<file path="config.mk">
export PLATFORM = sky130hd
export DESIGN_NAME = ahb_top_sys
export DESIGN_NICKNAME = d
export VERILOG_FILES = /design/src/rtl/ahb_top_sys.sv
export SDC_FILE = /design/constraint.sdc
export NUM_CORES = 2
export LEC_CHECK = 0
export ABC_AREA = 1
export BUFFER_PORTS_ARGS = -buffer_cell sky130_fd_sc_hd__buf_2
export CAP_MARGIN = 15
export CORE_MARGIN = 1
export CORE_UTILIZATION = 40
export CTS_CLUSTER_DIAMETER = 100
export CTS_CLUSTER_SIZE = 20
export DETAILED_ROUTE_END_ITERATION = 8
export SYNTH_ARGS = -nofsm -noshare
export SYNTH_HDL_FRONTEND = slang
export SYNTH_SLANG_ARGS = --single-unit
</file>
<file path="constraint.sdc">
create_clock -name hclk -period 2.6 [get_ports hclk]
set_clock_uncertainty 0.1 [all_clocks]
set_input_delay 0.26 -clock hclk [delete_from_list [all_inputs] [get_ports hclk]]
set_output_delay 0.26 -clock hclk [all_outputs]
set_load 0.1 [all_outputs]
</file>
<file path="src/rtl/ahb_top_sys.sv">
`default_nettype none
// ==========================================================================
// ahb_top_sys : single-transfer AHB-Lite master, decoder, four register
//               slaves and read mux. Optional macro: AHB_TOP_WAIT_EN
//               (one wait state per slave data phase).     Rev 1.0
// ==========================================================================
module ahb_top_sys #(
   parameter int DATA_W     = 32,
   parameter int ADDR_W     = 32,
   parameter int DEPTH_LOG2 = 4
) (
   input  logic              hclk,
   input  logic              hresetn,
   input  logic              enable,
   input  logic [DATA_W-1:0] dina,
   input  logic [ADDR_W-1:0] addr,
   input  logic              wr,
   input  logic [2:0]        sel,
   output logic [DATA_W-1:0] dout
);
   localparam int         NUM_SLV       = 4;
   localparam int         DEPTH         = 1 << DEPTH_LOG2;
   localparam logic [1:0] HTRANS_IDLE   = 2'b00;
   localparam logic [1:0] HTRANS_NONSEQ = 2'b10;

   typedef enum logic [1:0] {
      ST_IDLE = 2'd0,
      ST_ADDR = 2'd1,
      ST_DATA = 2'd2
   } state_t;

   state_t state, state_nxt;

   logic [ADDR_W-1:0]  lat_addr;
   logic               lat_wr;
   logic [1:0]         lat_sel;
   logic               start;

   logic [1:0]         htrans;
   logic [ADDR_W-1:0]  haddr;
   logic               hwrite;
   logic [DATA_W-1:0]  hwdata;
   logic [DATA_W-1:0]  hrdata;
   logic               hready;
   logic               hresp;
   logic [NUM_SLV-1:0] hsel;
   logic [NUM_SLV-1:0] slv_ready;
   logic [NUM_SLV-1:0] slv_resp;
   logic [DATA_W-1:0]  slv_rdata [NUM_SLV];
   logic [1:0]         dsel;

   // sel[2] set means "no slave": the request is dropped in IDLE
   assign start = enable && !sel[2];

   always_ff @(posedge hclk) begin
      if (!hresetn) begin
         state <= ST_IDLE;
      end else begin
         state <= state_nxt;
      end
   end

   always_ff @(posedge hclk) begin
      if (!hresetn) begin
         lat_addr <= '0;
         lat_wr   <= 1'b0;
         lat_sel  <= 2'd0;
      end else if (state == ST_IDLE && start) begin
         lat_addr <= addr;
         lat_wr   <= wr;
         lat_sel  <= sel[1:0];
      end
   end

   always_comb begin
      state_nxt = state;
      htrans    = HTRANS_IDLE;
      case (state)
         ST_IDLE: begin
            if (start) state_nxt = ST_ADDR;
         end
         ST_ADDR: begin
            htrans    = HTRANS_NONSEQ;
            state_nxt = ST_DATA;
         end
         ST_DATA: begin
            if (hready) state_nxt = ST_IDLE;
         end
         default: state_nxt = ST_IDLE;
      endcase
   end

   assign haddr  = lat_addr;
   assign hwrite = lat_wr;
   assign hwdata = dina;

   always_comb begin
      hsel = '0;
      if (htrans == HTRANS_NONSEQ) hsel[lat_sel] = 1'b1;
   end

   // Data-phase select follows the address phase, as in a standard AHB mux
   always_ff @(posedge hclk) begin
      if (!hresetn) begin
         dsel <= 2'd0;
      end else if (hready) begin
         dsel <= lat_sel;
      end
   end

   assign hrdata = slv_rdata[dsel];
   assign hready = slv_ready[dsel];
   assign hresp  = |slv_resp;

   always_ff @(posedge hclk) begin
      if (!hresetn) begin
         dout <= '0;
      end else if (state == ST_DATA && hready && !lat_wr) begin
         dout <= hrdata;
      end
   end

   genvar gi;
   generate
      for (gi = 0; gi < NUM_SLV; gi++) begin : g_slave
         logic [DATA_W-1:0]     mem [DEPTH];
         logic                  dp_active;
         logic                  dp_write;
         logic [DEPTH_LOG2-1:0] dp_word;
         logic                  ready_out;

         always_ff @(posedge hclk) begin
            if (!hresetn) begin
               dp_active <= 1'b0;
               dp_write  <= 1'b0;
               dp_word   <= '0;
            end else if (hready) begin
               dp_active <= hsel[gi] && htrans[1];
               dp_write  <= hwrite;
               dp_word   <= haddr[DEPTH_LOG2-1:0];
            end
         end

         always_ff @(posedge hclk) begin
            if (!hresetn) begin
               for (int i = 0; i < DEPTH; i++) mem[i] <= '0;
            end else if (dp_active && ready_out && dp_write) begin
               mem[dp_word] <= hwdata;
            end
         end

`ifdef AHB_TOP_WAIT_EN
         logic wait_done;

         // Holds HREADY low for exactly the first data-phase cycle
         always_ff @(posedge hclk) begin
            if (!hresetn) begin
               wait_done <= 1'b0;
            end else if (dp_active && !wait_done) begin
               wait_done <= 1'b1;
            end else begin
               wait_done <= 1'b0;
            end
         end

         assign ready_out = !dp_active || wait_done;
`else
         assign ready_out = 1'b1;
`endif

         assign slv_ready[gi] = ready_out;
         assign slv_rdata[gi] = dp_active ? mem[dp_word] : '0;
         assign slv_resp[gi]  = 1'b0;
      end
   endgenerate

   // Upper address bits alias onto the word index; HRESP is always OKAY
   logic unused_ok;
   assign unused_ok = &{1'b0, hresp, haddr[ADDR_W-1:DEPTH_LOG2]};

endmodule
`default_nettype wire

</file>
==> results.tsv <==
stage	metric	value	unit
critical_path	critPathMaxFanout	33	
timing	fin_crit	2680	ps
route	routed_via_density	5.40	
die	rows	179	
critical_path	reg2reg_slack	-80	ps
route	postRouteAntennaNets	0	
die	die_h	492	um
route	drcViolationCount	16	
power	cellInternalPower	0.0485	W
cells_and_area	stdcell_count	13700	
synth	async_reset_ff_share	0	%
synth	syn_inst	10500	
timing	relSlewSlack	30.6	%
hold_path	hold_depth	3	
power	sw_frac_of_total	25.5	%
clock_network	cts_tree	done	
cells_and_area	syn_to_final_growth	12.2	%
synth	ys.flop_type	edfxtp_1	
outcome	status	finished with violations	
placed_design	dp.cells	13400	
die	ioPinCount	103	
critical_path	worstPathArrival	3320	ps
power	seqPwrFrac	58.9	%
timing	slew_viol_final	0	
timing	timing.setup.tns	-386	ps
hold_path	min_to	g_slave[0].mem[1][16]	
critical_path	required	3240	ps
timing	hold_violations	0	
route	drt_iter0_markers	9672	
route	routed_wl	330	mm
synth	synth_area	95900	um^2
placed_design	gp_congestion	0.998	
synth	avgSynthCellArea	9.17	um^2
synth	yosysWarnings	0	
critical_path	endpoint_kind	flop	
outcome	failed_checks	design-rule violations, negative setup slack	
synth	syn-num-nets	10500	
critical_path	r2r_start	g_slave[2].dp_word[1]	
cells_and_area	postLayoutCoreUtil	45.2	%
hold_path	min_path_type	in2reg	
global_route	grt_pass1_vias	68700	
timing	min_period_over_period	103	%
power	p_comb_share	10.1	%
placed_design	dp_hpwl	208	mm
global_route	grt_max_degree	105	
cells_and_area	nets	10500	
global_route	overflow	0	
clock_network	cts_root_buf	clkbuf_16	
global_route	grt_pass1_wl	473	mm
synth	synth_cell_types	22	
power	p_per_area	606	nW/um^2
route	firstDrtPassIters	8	
clock_network	clock-sinks	2100	
critical_path	ff2ff_path_depth	12	
route	vias	73800	
die	die_w	492	um
clock_network	tritoncts.num_buffers	118	
run	drv_cap	0	
die	design.core.area	238000	um^2
synth	synthTopCellsByCount	nand2_1, nor2_1, edfxtp_1, nand3_1, buf_2	
power	vdd_drop_max	0.000587	V
critical_path	crit_type	reg2reg	
route	post_drt_wl_per_cell	24.1	um
timing	worst_slew_pin_slew	1040	ps
critical_path	critPathLaunchType	flop	
clock_network	clk_latency	830	ps
hold_path	min_from	dina[16]	
clock_network	htreeDepth	3	
timing	max_freq	374	MHz
synth	synth.top_cell.area_share	64.1	%
power	p_switching	0.0166	W
timing	setup_viol	11	
synth	synth-seq-area-share	65.2	%
power	pwr-share-clk	30.9	%
placed_design	dpl_cell_area	103000	um^2
die	start_util	40.3	%
synth	synth_edf_count	2048	
power	leakage	46.2	nW
synth	ys_top_cells_by_area	edfxtp_1, nand2_1, nor2_1	
die	dieArea	242000	um^2
cells_and_area	fin_area	108000	um^2
timing	fin_ws	-77.3	ps
power	p_total	0.0652	W
clock_network	clk_pin_slew	90	ps
clock_network	cts_buffer_depth	3	
synth	yosys.area.top_type	edfxtp_1	
cells_and_area	drive_above_1_share	9.05	%
placed_design	portBuffers	74	
synth	yosysMostFrequentCell	nand2_1	
global_route	grt_antenna_before_repair	14	
critical_path	reg2reg_to	dout[20]	
global_route	grt_usage	26.7	%
synth	ys_seq_elements	2100	
timing	rsz0062_at_grt	yes	
## stage by stage
| stage | setup WS [ps] | hold WS [ps] |
|---|---|---|
| finish | -77.3 | 55.2 |
| floorplan | 63.3 | 294 |
| detailed placement | -215 | 330 |
| global route | -107 | 69.7 |
| global placement | -217 | 323 |
| CTS | 0.170 | 19.5 |
## power groups by stage
stage | sequential, W | clock [W] | combinational (W)
floorplan | 0.0392 | 0 | 0.00308
finish | 0.0384 | 0.0202 | 0.00661
CTS | 0.0384 | 0.0203 | 0.00647
global route | 0.0385 | 0.0214 | 0.00698
global placement | 0.0391 | 0 | 0.00634
detailed placement | 0.0392 | 0 | 0.00638
## final cells by class
class	count	area [um^2]
diodes	4	10.0
repair inverters	2	20.0
clock inverters	12	130
clock buffers	183	3290
inverters	64	317
flip-flops and latches	2100	62500
well taps	3167	3960
repair buffers	701	7770
fillers	22500	131000
multi-input cells	7449	29500
## worst max-delay path by stage
stage	start	depth (start not counted)	endpoint
6_report	g_slave[2].dp_word[1]	12	dout[20]
5_1_grt	g_slave[2].dp_word[0]	14	dout[2]
4_1_cts	g_slave[2].dp_word[0]	14	dout[4]
3_5_place_dp	g_slave[2].dp_word[0]	13	dout[13]
3_3_place_gp	g_slave[2].dp_word[0]	13	dout[13]
2_1_floorplan	g_slave[2].dp_word[0]	9	g_slave[0].mem[12][0]
## cells by family after synthesis
kind of cell / Yosys count / synth area share (%)
buffers and inverters: 910 / 4.34
DFF: 2100 / 65.2
AOI/OAI and AO/OA: 199 / 1.05
and+or+nand+nor: 7250 / 29.4
## layer usage
layer / global-route usage [%] / share of wire (%) / vias to the layer above / wire [um]
li1: - / - / 33600 / -
met1: 36.2 / 40 / 35900 / 130000
met2: 41.5 / 45 / 3734 / 149000
met3: 4.77 / 9.9 / 533 / 32800
met4: 12.9 / 5.4 / 4 / 17800
met5: 0 / 0.0064 / - / 21
## critical path, cell delays in order (launching register included)
cell and delay (ps):
dfxtp_4 380, inv_8 310, buf_12 250, buf_12 240, buf_4 190, nand2_1 60, nand2_1 60, nand2_1 90
nand2_1 200, o21ai_0 120, nand3_1 230, nand2_1 80, a21oi_1 150
## flip-flops by register name, summed over array words and instances (netlist names)
name,cells
haddr,4
g_slave.mem,2048
dout,32
dsel,2
hwrite,1
g_slave.dp_active,4
lat_sel,2
g_slave.dp_write,1
g_slave.dp_word,4
state,2
## repair_timing
item | CTS | global route
setup endpoints to repair | 61 | 32
pin swaps | 2 | 9
hold endpoints to repair | 261 | 0
setup buffers | 8 | 2
gates cloned | 2 | 2
hold buffers | 30 | 0
gates resized for setup | 33 | 109
## cells in the final DEF (no fill, tap or decap), drive strengths merged, types with 32 or more instances in the layout
master / synthesis / layout
clkinv: 0 / 39
nand4: 96 / 96
o21ai: 160 / 160
nand2: 4528 / 4528
a21oi: 32 / 32
edfxtp: 2048 / 2048
inv: 64 / 39
nor2: 2076 / 2076
buf: 493 / 669
clkbuf: 353 / 184
dfxtp: 52 / 52
nand3: 545 / 545
No activity file was read; power rests on OpenSTA's default activity.
